File: src/rtl/fifo_pkg.sv
// fifo_pkg
// Shared types and helpers for the dual-clock FIFO controllers.
//   state_t   : burst scheduler FSM states
//   calc_blw  : width of a burst-length field able to hold MAXBURST
//   bin2gray  : binary -> Gray (zero-extended to 32 bits, slice result)
//   gray2bin  : Gray -> binary (zero-extended to 32 bits, slice result)
package fifo_pkg;

    typedef enum logic {IDLE, BURST} state_t;

    function automatic int calc_blw(input int maxburst);
        return $clog2(maxburst) + 1;
    endfunction

    // Upper zero bits stay zero in both conversions, so any width up to 32
    // can be handled by zero-extending the input and slicing the result.
    function automatic logic [31:0] bin2gray(input logic [31:0] b);
        return b ^ (b >> 1);
    endfunction

    function automatic logic [31:0] gray2bin(input logic [31:0] g);
        logic [31:0] b;
        b[31] = g[31];
        for (int i = 30; i >= 0; i--) begin
            b[i] = b[i+1] ^ g[i];
        end
        return b;
    endfunction

endpackage

File: src/rtl/fifo_rd_sched_rr_arbiter.sv
// rr_arbiter
// Combinational round-robin picker: returns the first eligible index at or
// after rr_ptr, wrapping around.
//   eligible : per-requester eligibility
//   rr_ptr   : index with highest priority this round
//   pick     : one-hot winner (zero when nothing eligible)
//   pick_idx : binary index of the winner
//   valid    : a winner exists
module rr_arbiter #(
    parameter int NREQ = 4,
    parameter int PTRW = (NREQ > 1) ? $clog2(NREQ) : 1
) (
    input  logic [NREQ-1:0] eligible,
    input  logic [PTRW-1:0] rr_ptr,
    output logic [NREQ-1:0] pick,
    output logic [PTRW-1:0] pick_idx,
    output logic            valid
);

    always_comb begin
        int idx;
        idx      = 0;
        pick     = '0;
        pick_idx = '0;
        valid    = 1'b0;
        for (int k = 0; k < NREQ; k++) begin
            // rr_ptr is always < NREQ, so one subtraction wraps correctly
            idx = int'(rr_ptr) + k;
            if (idx >= NREQ) idx = idx - NREQ;
            if (!valid && eligible[idx]) begin
                valid     = 1'b1;
                pick[idx] = 1'b1;
                pick_idx  = PTRW'(idx);
            end
        end
    end

endmodule

File: src/rtl/fifo_rd_sched.sv
// fifo_rd_sched
// Read-side controller of the dual-clock FIFO. Shares the read port between
// NREQ consumers; a consumer is granted a fixed-length burst only when the
// whole burst is already present, then one word is read per cycle.
//   rclk, rrst  : read clock, synchronous active-high reset
//   rq2_wptr    : synchronised Gray write pointer
//   req         : per-consumer burst request (level)
//   burst_len   : packed per-consumer burst lengths, field i = [i*BLW +: BLW]
//   grant       : one-hot owner of the running burst, zero when idle
//   rinc        : read strobe, data at raddr valid this cycle
//   raddr       : FIFO memory read address
//   rptr        : Gray read pointer to the r2w synchroniser
//   rempty      : registered empty flag
//   rcount      : registered words-available count
//   burst_last  : final beat of the running burst
module fifo_rd_sched
    import fifo_pkg::*;
#(
    parameter int ADDRSIZE = 4,
    parameter int NREQ     = 4,
    parameter int MAXBURST = 4,
    parameter int BLW      = calc_blw(MAXBURST)
) (
    input  logic                rclk,
    input  logic                rrst,
    input  logic [ADDRSIZE:0]   rq2_wptr,
    input  logic [NREQ-1:0]     req,
    input  logic [NREQ*BLW-1:0] burst_len,
    output logic [NREQ-1:0]     grant,
    output logic                rinc,
    output logic [ADDRSIZE-1:0] raddr,
    output logic [ADDRSIZE:0]   rptr,
    output logic                rempty,
    output logic [ADDRSIZE:0]   rcount,
    output logic                burst_last
);

    localparam int PW   = ADDRSIZE + 1;
    localparam int PTRW = (NREQ > 1) ? $clog2(NREQ) : 1;

    state_t          state;
    logic [PW-1:0]   rbin;
    logic [PW-1:0]   rbin_next;
    logic [PW-1:0]   wbin;
    logic [PW-1:0]   avail;
    logic [BLW-1:0]  beats;
    logic [PTRW-1:0] rr_ptr;

    logic [BLW-1:0]  len [NREQ];
    logic [NREQ-1:0] eligible;
    logic [NREQ-1:0] pick;
    logic [PTRW-1:0] pick_idx;
    logic            pick_valid;

    // The wrap bit makes the modulo subtraction give 0..depth inclusive.
    assign wbin      = PW'(gray2bin(32'(rq2_wptr)));
    assign avail     = wbin - rbin;
    assign rbin_next = (state == BURST) ? rbin + 1'b1 : rbin;

    assign rinc       = (state == BURST);
    assign burst_last = (state == BURST) && (beats == BLW'(1));
    assign raddr      = rbin[ADDRSIZE-1:0];

    // Clamp each requested length and decide who could run a burst now.
    always_comb begin
        logic [BLW-1:0] field;
        field    = '0;
        len      = '{default: '0};
        eligible = '0;
        for (int i = 0; i < NREQ; i++) begin
            field       = burst_len[i*BLW +: BLW];
            len[i]      = (32'(field) > 32'(MAXBURST)) ? BLW'(MAXBURST) : field;
            eligible[i] = req[i] && (field != '0) && (32'(avail) >= 32'(len[i]));
        end
    end

    rr_arbiter #(
        .NREQ (NREQ),
        .PTRW (PTRW)
    ) u_arb (
        .eligible (eligible),
        .rr_ptr   (rr_ptr),
        .pick     (pick),
        .pick_idx (pick_idx),
        .valid    (pick_valid)
    );

    // Burst FSM plus pointer/flag registers. Arbitration only happens in
    // IDLE, which guarantees at least one idle cycle between bursts.
    always_ff @(posedge rclk) begin
        if (rrst) begin
            state  <= IDLE;
            rbin   <= '0;
            rptr   <= '0;
            grant  <= '0;
            beats  <= '0;
            rr_ptr <= '0;
            rempty <= 1'b1;
            rcount <= '0;
        end else begin
            rbin   <= rbin_next;
            rptr   <= PW'(bin2gray(32'(rbin_next)));
            rempty <= (PW'(bin2gray(32'(rbin_next))) == rq2_wptr);
            rcount <= avail;
            case (state)
                IDLE: begin
                    if (pick_valid) begin
                        state  <= BURST;
                        grant  <= pick;
                        beats  <= len[pick_idx];
                        rr_ptr <= (pick_idx == PTRW'(NREQ - 1)) ? '0 : pick_idx + 1'b1;
                    end
                end
                BURST: begin
                    beats <= beats - 1'b1;
                    if (beats == BLW'(1)) begin
                        state <= IDLE;
                        grant <= '0;
                    end
                end
                default: begin
                    state <= IDLE;
                    grant <= '0;
                end
            endcase
        end
    end

endmodule

File: config.mk
export PLATFORM = sky130hd
export DESIGN_NAME = fifo_rd_sched
export DESIGN_NICKNAME = d
export VERILOG_FILES = /design/src/rtl/fifo_pkg.sv /design/src/rtl/fifo_rd_sched_rr_arbiter.sv /design/src/rtl/fifo_rd_sched.sv
export SDC_FILE = /design/constraint.sdc
export NUM_CORES = 1
export LEC_CHECK = 0
export ABC_AREA = 1
export CORE_AREA = 5 5 71 73
export CTS_CLUSTER_SIZE = 25
export DETAILED_ROUTE_END_ITERATION = 10
export DIE_AREA = 0 0 76 78
export GPL_TIMING_DRIVEN = 0
export PLACE_DENSITY = 0.86
export SETUP_SLACK_MARGIN = 0.1
export SLEW_MARGIN = 10
export SYNTH_ARGS = -nofsm -noshare
export SYNTH_HDL_FRONTEND = slang
export SYNTH_SLANG_ARGS = --single-unit
File: constraint.sdc
create_clock -name rclk -period 11.6 [get_ports rclk]
set_input_delay 2.9 -clock rclk [delete_from_list [all_inputs] [get_ports rclk]]
set_output_delay 2.9 -clock rclk [all_outputs]
set_load 0.1 [all_outputs]
# --- Word level (Yosys, flattened, before mapping) ---
# Index checks and enable logic that the tools add are counted.
word_totals:
  regBits: 26
  out_inout_bits: 21
  elab_cells: 133
op_classes:
  addsub: 11
  n_lt_le_gt_ge: 21
  n_eq_ne: 5
  mux: 53
  n_bitwise: 10
  reduce_logical: 25
op_table:
  columns: ["op", "count"]
  rows:
  - ["$ge A32 B1 Y1 const B", 4]
  - ["$lt A32 B4 Y1 const B", 4]
  - ["$mux W32", 4]
  - ["$ge A32 B4 Y1 const B", 3]
  - ["$sub A32 B4 Y32 const B", 3]
  - ["$mux W4", 6]
  - ["$mux W3", 7]
  - ["$ge A5 B3 Y1", 4]
  - ["$mux W1", 18]
  - ["$logic_and A1 B1 Y1", 16]
  - ["$gt A3 B3 Y1 const B", 4]
  - ["$or A4 B4 Y4", 3]
  - ["$reduce_bool A3 Y1", 4]
  - ["$mux W2", 5]
  - ["$bmux W1 S2", 4]
  - ["$demux W1 S2", 4]
  - ["$pmux W4 S2", 1]
  - ["$add A2 B2 Y3 const B", 2]
  - ["$bmux W3 S2", 1]
  - ["$pmux W3 S2", 1]
  - ["$add A5 B1 Y5 const B", 1]
  - ["$eq A5 B5 Y1", 1]
  - ["$mux W5", 1]
  - ["$sub A5 B5 Y5", 1]
  - ["other kinds (17)", 23]

# --- Longest topological paths before layout ---
# Gate-level depths: netlist of run 1.
depth:
  ltp_word: 26
  mapped_depth: 27

# --- By module ---
# A second synthesis of run 1 with hierarchy kept.
unflattened:
  cells_unflattened: 357
  area_unflattened_um2: 2301.0
by_module_without_submodules:
  columns: ["module", "instances", "cells_per_inst", "area_per_inst_um2", "seq_area_each_um2"]
  rows:
  - ["fifo_rd_sched", 1, 280, 1840.5, 500.5]
  - ["rr_arbiter", 1, 77, 460.4, 0.0]

# --- Least setup slack after synthesis of run 1 ---
# OpenSTA, ideal clock, no wires.
synth_path:
  kind: "input port to flip-flop"
  start: "in rq2_wptr[4]"
  end: "reg rr_ptr[1]"
  setup_time_ns: 0.113
  t_arrival_ns: 6.195
  t_required_ns: 11.487
  path_slack_ns: 5.292
  path_stages: 27
  path_buffers: 0
  cell_sequence: "xor2_1 -> xor2_1 -> xnor2_1 -> xnor2_1 -> ha_1 -> inv_1 -> fa_1 -> nand2_2 -> inv_1 -> nor2_1 -> ha_1 -> a21oi_1 -> nand3_2 -> nand3_1 -> nand2_2 -> nand2_2 -> nand2_4 -> nor2_8 -> nand3_4 -> clkinv_2 -> nand2_2 -> nand2_4 -> inv_4 -> nand3_2 -> o21ai_1 -> o21ai_1 -> inv_1"
synth_between:
  elab_chain_cells: 22
  word_cells_on_any_way: 43
  cone_classes: "add/sub (2); order compare (4); eq/ne (1); mux (21); bitwise (4); reduce/logical (11)"
synth_lines:
  columns: ["item", "line", "source"]
  rows:
  - ["from (decl)", "fifo_rd_sched.sv:26", "input logic [ADDRSIZE:0] rq2_wptr,"]
  - ["$xor A1 B1 Y1 (*) (2 in a row)", "fifo_pkg.sv:25", "b[i] = b[i+1] ^ g[i];"]
  - ["$xor A1 B1 Y1 (2 in a row)", "fifo_pkg.sv:25", null]
  - ["$sub A5 B5 Y5 (*)", "fifo_rd_sched.sv:57", "assign avail = wbin - rbin;"]
  - ["named net avail[2]", "fifo_rd_sched.sv:45", "logic [PW-1:0] avail;"]
  - ["$ge A5 B3 Y1", "fifo_rd_sched.sv:73", "eligible[i] = req[i] && (field != '0) && (32'(avail) >= 32'(len[i]));"]
  - ["$logic_and A1 B1 Y1", "fifo_rd_sched.sv:73", null]
  - ["$bmux W1 S2", "fifo_rd_sched_rr_arbiter.sv:30", "if (!valid && eligible[idx]) begin"]
  - ["$mux W1 (implied by the code) (2 in a row)", "fifo_rd_sched_rr_arbiter.sv:30", null]
  - ["[4 not listed]", null, null]
  - ["$logic_not A1 Y1", "fifo_rd_sched_rr_arbiter.sv:30", null]
  - ["$logic_and A1 B1 Y1", "fifo_rd_sched_rr_arbiter.sv:30", null]
  - ["$mux W1", "fifo_rd_sched_rr_arbiter.sv:30", null]
  - ["$logic_not A1 Y1", "fifo_rd_sched_rr_arbiter.sv:30", null]
  - ["$logic_and A1 B1 Y1", "fifo_rd_sched_rr_arbiter.sv:30", null]
  - ["$mux W2", "fifo_rd_sched_rr_arbiter.sv:30", null]
  - ["$add A2 B1 Y2 / $eq A2 B2 Y1 (equally long branches)", "fifo_rd_sched.sv:111", "rr_ptr <= (pick_idx == PTRW'(NREQ - 1)) ? '0 : pick_idx + 1'b1;"]
  - ["$mux W2", "fifo_rd_sched.sv:111", null]
  - ["to (signal assigned)", "fifo_rd_sched.sv:111", null]
  - ["to (decl)", "fifo_rd_sched.sv:47", "logic [PTRW-1:0] rr_ptr;"]
# The timed path passes the listed nets; every way through them passes the cells marked *. The select of a mux whose other input is x is not followed.
# A chain may end at the register's enable or synchronous reset.

# --- Worst setup path after layout of run 1 ---
layout_path:
  start: "in rq2_wptr[4]"
  end: "reg beats[2]"
layout_between:
  elab_chain_cells: 26
  word_cells_on_any_way: 46
  cone_classes: "add/sub (1); order compare (4); eq/ne (1); mux (25); bitwise (5); reduce/logical (10)"
layout_lines:
  columns: ["item", "line", "source"]
  rows:
  - ["$xor A1 B1 Y1 (*) (2 in a row)", "fifo_pkg.sv:25", null]
  - ["$xor A1 B1 Y1 (2 in a row)", "fifo_pkg.sv:25", null]
  - ["$sub A5 B5 Y5 (*)", "fifo_rd_sched.sv:57", null]
  - ["named net avail[2]", "fifo_rd_sched.sv:45", null]
  - ["$ge A5 B3 Y1", "fifo_rd_sched.sv:73", null]
  - ["$logic_and A1 B1 Y1", "fifo_rd_sched.sv:73", null]
  - ["$bmux W1 S2", "fifo_rd_sched_rr_arbiter.sv:30", null]
  - ["$mux W1 (implied by the code) (2 in a row)", "fifo_rd_sched_rr_arbiter.sv:30", null]
  - ["[7 not listed]", null, null]
  - ["$logic_not A1 Y1", "fifo_rd_sched_rr_arbiter.sv:30", null]
  - ["$logic_and A1 B1 Y1", "fifo_rd_sched_rr_arbiter.sv:30", null]
  - ["$mux W2", "fifo_rd_sched_rr_arbiter.sv:30", null]
  - ["$not A2 Y3 (implied by the code)", "fifo_rd_sched.sv:110", "beats <= len[pick_idx];"]
  - ["$bmux W3 S2", "fifo_rd_sched.sv:110", null]
  - ["$mux W3 (implied by the code) (2 in a row)", "fifo_rd_sched.sv:110", null]
  - ["$mux W3", "fifo_rd_sched.sv:107", "if (pick_valid) begin"]
  - ["$pmux W3 S2", "fifo_rd_sched.sv:105", "case (state)"]
  - ["to (signal assigned)", "fifo_rd_sched.sv:110", null]
  - ["to (signal assigned)", "fifo_rd_sched.sv:115", "beats <= beats - 1'b1;"]
  - ["to (decl)", "fifo_rd_sched.sv:46", "logic [BLW-1:0] beats;"]
# Marked as above.

==> out/qor.txt, run 1 <==
Status: finished, final reports clean
Overflow after GRT: 0
Worst-Skew Late Latency: 0.27 ns
Critical Path Sink: beats[2]$_SDFFE_PP0P_
Internal power: 316 uW
Hold path depth: 2
First-pass GRT wire length: 9.18 mm
Pre-CTS setup slack: 4.29 ns
Fin crit share: 60.6%
# Max-Cap Violations: 0
Worst slew pin tran: 0.976 ns
Site row count: 24
RR Startpoint: rbin[0]$_SDFF_PP0_
Ant diodes: 0
Slew headroom: 34.7%
Critical path depth: 26
Static leakage: 0.00136 uW
Die X: 76 um
Ports: 44
Number of global-route vias before repair: 2168
Min-delay worst type: register to register
Vias per cell: 5.21
Clock buffer depth: 2
Die H: 78 um
Placeable Area: 4290 um^2
Layout cells sized above 1: 14.9%
Post-route ant nets: 0
Clock sink count: 25
Switching part of the total: 58.5%
Initial core utilization: 54.6%
Clk pwr share: 6.8%
Slew Viols, Final: 0
Data required, critical path: 11.76 ns
Slowest CP cell: clkdlybuf4s50_1
Area of the multi-input gates: 1630 um^2
Number of nets in the layout: 422
CP startpoint: rq2_wptr[4]
Area Growth Syn to Fin: 23.1%
Pwr dens: 264 nW/um^2
DRT iter0 DRCs: 99
Routability cong.: 0.918
Clk root buf: clkbuf_8
DRC Markers: 0
Synth Warn #: 0
Clock-pin slew on the worst setup and hold paths: 0.08 ns
Slowest cell delay on critical path: 0.51 ns
Crit-path most repeated cell: nand2_1
Clock skew: 0.00296 ns
Post-route minimum period: 7.04 ns
Post-CTS Hold Fix Bufs: 0
CTS Buf Count: 3
Gate power share: 76.6%
Net switching power: 446 uW
Number of antenna violations at the first check in global routing: 0
PnR worst setup slack: 4.56 ns
H-tree depth: 1
VDD IR max: 108 uV
FF/Latch Area: 500 um^2
Via Count: 2200
Synthesized flop and latch total: 25
Critical path arrival: 7.19 ns
# fillers: 365
Sequential power share: 16.6%
Synthesized area per cell: 7.26 um^2
Netlist cell types: 35
DIE AREA: 5930 um^2
CP endpoint kind: register
Critical path class: primary input to register
Delay-heaviest family, CP: simple AND/OR/NAND/NOR gates
Syn_nets: 374
Post-CTS setup buffers: 0
Seq/Total Area, Yosys: 21.3%
Post-Synthesis Cells: 323
Buffers on Ports: 43
Setup Viol. Count Final: 0
CP max FO: 8
TNS Setup: 0 ns
CP Launch Type: primary input
Routed WL per cell: 12.3 um
CTS tree: built
Post-Syn Area: 2340 um^2
DP Wirelength: 4.35 mm
Drt first pass iters: 4
Worst Path Buf+Inv: 3
Worst R2R Setup Slack: 8.17 ns
Reg2reg end: beats[2]$_SDFFE_PP0P_
F_max: 142 MHz
Total Wirelength: 5.19 mm
R2r worst-path depth: 21
Largest net degree at the start of global routing: 14
GRT Total Usage: 17.9%
RSZ-0062 raised after global routing: false
Post-cts sizing count: 0
Final Hold Fails: 0
## final cells by class
cell class                 instances  area share, %
multi-input combinational        241           56.3
buffer                             3          0.434
sequential                        25           17.3
tap                               52           2.25
clock buffer                       4           1.56
timing repair buffer              43           14.9
inverter                          54           7.16
## cells by family after synthesis
| logic type | after synthesis | share of synthesized area [%] |
|---|---|---|
| compound gates | 43 | 10.5 |
| simple gates | 154 | 37.6 |
| buf+inv | 57 | 9.34 |
| fa+ha+maj | 28 | 15.3 |
| flops | 25 | 21.3 |
| xor+xnor | 16 | 5.98 |
## per-layer routing
metal | track usage (%) | vias up | share of wire [%]
met2 | 32.2 | 57 | 48
li1 | - | 1137 | -
met5 | 0 | - | 0
met3 | 1.97 | 7 | 5.6
met4 | 5.87 | 0 | 1.3
met1 | 22.0 | 999 | 45
## synth_stat cells, drive strengths merged
cell | number | area [um^2]
a21boi | 2 | 15.0
clkinv | 2 | 8.75
nor3 | 3 | 15.0
ha | 27 | 338
nand4 | 2 | 12.5
xnor2 | 8 | 70.1
xor2 | 8 | 70.1
dfxtp | 25 | 500
nor2 | 33 | 140
inv | 52 | 198
nand3b | 1 | 7.51
clkbuf | 2 | 7.51
o221ai | 1 | 8.76
nand3 | 42 | 315
a211oi | 1 | 7.51
a21oi | 17 | 96.4
nand2 | 71 | 375
a31oi | 3 | 18.8
buf | 1 | 5.00
fa | 1 | 20.0
o21ai | 17 | 85.1
or2 | 2 | 15.0
o211ai | 2 | 15.0
## power groups by stage
stage | registers [uW] | clock network (uW) | logic, uW
2_1_floorplan | 241 | 0 | 355
3_3_place_gp | 127 | 0 | 562
3_5_place_dp | 128 | 0 | 581
4_1_cts | 126 | 51.9 | 584
5_1_grt | 130 | 55.6 | 641
6_report | 126 | 51.5 | 584
## stage by stage
step                      instances  utilization, %  power [uW]  cell area [um^2]  hold WS (ns)
final                           422            67.2         762              2890         0.469
after global routing            422            67.2         826              2890         0.504
after CTS                       422            67.2         762              2890         0.471
after detailed placement        418            66.1         709              2840         0.458
after global placement          418            66.1         690              2840         0.453
after floorplan                 323               -         596              2340         0.515
## placed cells by master (no fill, tap or decap), drive strengths merged
cell | synthesis | routed
o211ai | 2 | 2
nand4 | 2 | 2
nor2 | 33 | 33
nor3 | 3 | 3
o21ai | 17 | 17
clkbuf | 2 | 6
clkinv | 2 | 2
a31oi | 3 | 3
a21boi | 2 | 2
ha | 27 | 27
dfxtp | 25 | 25
buf | 1 | 1
nand3b | 1 | 1
inv | 52 | 52
xnor2 | 8 | 8
clkdlybuf4s50 | 0 | 43
nand2 | 71 | 71
a21oi | 17 | 17
nand3 | 42 | 42
or2 | 2 | 2
o221ai | 1 | 1
a211oi | 1 | 1
fa | 1 | 1
xor2 | 8 | 8
## flip-flops by register name, indices dropped and copies added, names as in the netlist
| register | cells |
|---|---|
| grant | 4 |
| rinc | 1 |
| beats | 3 |
| rbin | 4 |
| rempty | 1 |
| rr_ptr | 2 |
| rcount | 5 |
| rptr | 5 |
## worst register-to-register path, cell delays in order, from the launching register on
cell and delay, ns:
dfxtp_1 0.44, ha_1 0.18, inv_1 0.06, fa_1 0.40
nand2_2 0.09, inv_1 0.06, nor2_1 0.27, ha_1 0.29
a21oi_1 0.18, nand3_2 0.10, nand3_1 0.14, nand3_1 0.11
nand2_2 0.16, nand4_1 0.17, nand2_1 0.14, nand2_4 0.12
nand2_8 0.10, nand2_1 0.06, nand3_1 0.06, nand2_1 0.07
nand2_1 0.09, a21oi_2 0.06
## worst min path at each step
stage	slack, ns	endpoint	from
after floorplan	0.52	beats[1]$_SDFFE_PP0P_	beats[1]$_SDFFE_PP0P_
after global placement	0.45	grant[3]$_SDFFE_PP0P_	grant[3]$_SDFFE_PP0P_
after detailed placement	0.46	grant[3]$_SDFFE_PP0P_	grant[3]$_SDFFE_PP0P_
after CTS	0.47	grant[3]$_SDFFE_PP0P_	grant[3]$_SDFFE_PP0P_
after global routing	0.50	grant[0]$_SDFFE_PP0P_	grant[0]$_SDFFE_PP0P_
final	0.47	grant[3]$_SDFFE_PP0P_	grant[3]$_SDFFE_PP0P_
(Power assumes the default switching activity.)
==> inputs of run 2 (changes only) <==
- CORE_AREA: 5 5 71 73 -> 5 5 73 75
- DIE_AREA: 0 0 76 78 -> 0 0 78 80
- PLACE_DENSITY: 0.86 -> 0.82
- clock period: 11.6 -> 6.66 ns (I/O delays scaled with it)
==> run 2 against run 1 <==
Die area grew 5.3%. Non-clock buffer count is the same. Combinational power grew 73%. Critical endpoint is now beats[1]$_SDFFE_PP0P_.
==> out/qor.txt, run 2 (same netlist as run 1, synthesis figures left out) <==
Status: finished, final reports clean
Largest net degree at the start of global routing: 14
Clock buffer depth: 2
Clock sink count: 25
Routed WL per cell: 12.3 um
Ant diodes: 0
# fillers: 404
CP Launch Type: primary input
Clock-pin slew on the worst setup and hold paths: 0.08 ns
Post-CTS setup buffers: 0
Number of global-route vias before repair: 2144
Clk root buf: clkbuf_8
Commonest non-fill, non-tap cell in the layout: nand2_1
DP Wirelength: 4.24 mm
Layout cells sized above 1: 14.9%
Hold path depth: 2
CTS tree: built
Number of nets in the layout: 422
Data required, critical path: 6.81 ns
RR Startpoint: rbin[0]$_SDFF_PP0_
Via Count: 2183
Post-route minimum period: 5.83 ns
DRC Markers: 0
Post-cts sizing count: 0
Vias per cell: 5.15
Worst Path Buf+Inv: 4
Clock skew: 0.00320 ns
Fin crit share: 87.6%
Die X: 78 um
Slowest cell delay on critical path: 0.52 ns
Pwr dens: 457 nW/um^2
Critical path class: primary input to register
Final Hold Fails: 0
# Max-Cap Violations: 0
Fin Hold WS: 0.466 ns
Min-delay worst type: register to register
Crit-path most repeated cell: inv_1
First-pass GRT wire length: 8.96 mm
Met1 wire length: 2.35 mm
Overflow after GRT: 0
CP endpoint kind: register
CTS Buf Count: 3
DIE AREA: 6240 um^2
Die H: 80 um
H-tree depth: 1
Static leakage: 0.00136 uW
VDD IR max: 172 uV
Reg2reg end: beats[1]$_SDFFE_PP0P_
Slew Viols, Final: 0
Ports: 44
F_max: 171 MHz
DRT iter0 DRCs: 115
Total Wirelength: 5.21 mm
Critical path arrival: 5.99 ns
Largest registers: rcount (5), rptr (5)
Routability cong.: 0.856
Met3 wire length: 261 um
GRT Total Usage: 17.0%
Worst slew pin tran: 0.974 ns
Drt first pass iters: 4
Post-route ant nets: 0
Buffers on Ports: 43
Initial core utilization: 51.0%
Number of antenna violations at the first check in global routing: 0
Site row count: 25
Met2 Wirelength: 2.55 mm
Placeable Area: 4600 um^2
Setup Viol. Count Final: 0
Dpl cell area: 2840 um^2
Delay-heaviest family, CP: simple AND/OR/NAND/NOR gates
Min-Delay Endpoint: grant[0]$_SDFFE_PP0P_
R2r worst-path depth: 17
Area Growth Syn to Fin: 23.2%
Post-route cell area: 2890 um^2
Crit path cell chain: clkdlybuf4s50_1 > xor2_1 > xor2_1 > xnor2_1 > xnor2_1 > ha_1 > inv_1 > fa_1 > nand2_2 > inv_1 > nor2_1 > ha_1 > a21oi_1 > nand3_2 > nand3_1 > nand3_1 > nand2_2 > nand4_1 > nor2_1 > inv_1 > o21ai_0 > a21oi_2
Final Core Density: 62.8%
Post-CTS Hold Fix Bufs: 0
Slew headroom: 34.8%
Max layer used: met4
RSZ-0062 raised after global routing: false
CP max FO: 5
Min-Delay Startpoint: grant[0]$_SDFFE_PP0P_
Worst-Skew Late Latency: 0.26 ns
Worst R2R Setup Slack: 3.22 ns
TNS Setup: 0 ns
Slowest CP cell: clkdlybuf4s50_1
Most frequent cells in the layout: 49 x nand2_1, 48 x inv_1, 43 x clkdlybuf4s50_1
==> run 2: tightest hold or removal path, stage by stage, from the launching register on <==
cell and delay (ns):
dfxtp_1 0.32, nand2_1 0.06, a21oi_1 0.05
==> run 2: worst max path at each step <==
| stage | start | to | slack [ns] | cells after the start |
|---|---|---|---|---|
| global route | rq2_wptr[4] | beats[1]$_SDFFE_PP0P_ | 0.35 | 22 |
| finish | rq2_wptr[4] | beats[1]$_SDFFE_PP0P_ | 0.83 | 22 |
| CTS | rq2_wptr[4] | beats[2]$_SDFFE_PP0P_ | 0.84 | 26 |
| detailed placement | rq2_wptr[4] | beats[2]$_SDFFE_PP0P_ | 0.61 | 26 |
| global placement | rq2_wptr[3] | beats[2]$_SDFFE_PP0P_ | 0.68 | 26 |
| floorplan | rq2_wptr[4] | rr_ptr[1]$_SDFFE_PP0P_ | 1.59 | 27 |
==> run 2: power by group <==
part / internal, uW / switching [uW]
registers: 190 / 30.5
clock network: 42.7 / 45.4
logic: 317 / 694
==> run 2: area by class of cell <==
cell class | count | area (um^2) | share of cell area, %
Multi-Input combinational cell | 241 | 1630 | 56.3
Sequential cell | 25 | 500 | 17.3
Timing Repair Buffer | 43 | 430 | 14.9
Inverter | 54 | 206 | 7.15
Tap cell | 54 | 67.6 | 2.34
Clock buffer | 4 | 45.0 | 1.56
Buffer | 3 | 12.5 | 0.433
==> run 2: metrics by stage <==
step	setup slack (ns)	cells	power [uW]
floorplan	1.59	323	1040
global placement	0.681	420	1200
detailed placement	0.609	420	1230
CTS	0.842	424	1320
global route	0.349	424	1430
finish	0.827	424	1320
==> run 2: routing by layer <==
metal	track usage (%)	vias to the layer above
met5	0	-
met4	3.72	0
met3	1.47	6
met2	32.0	55
met1	20.7	978
li1	-	1144
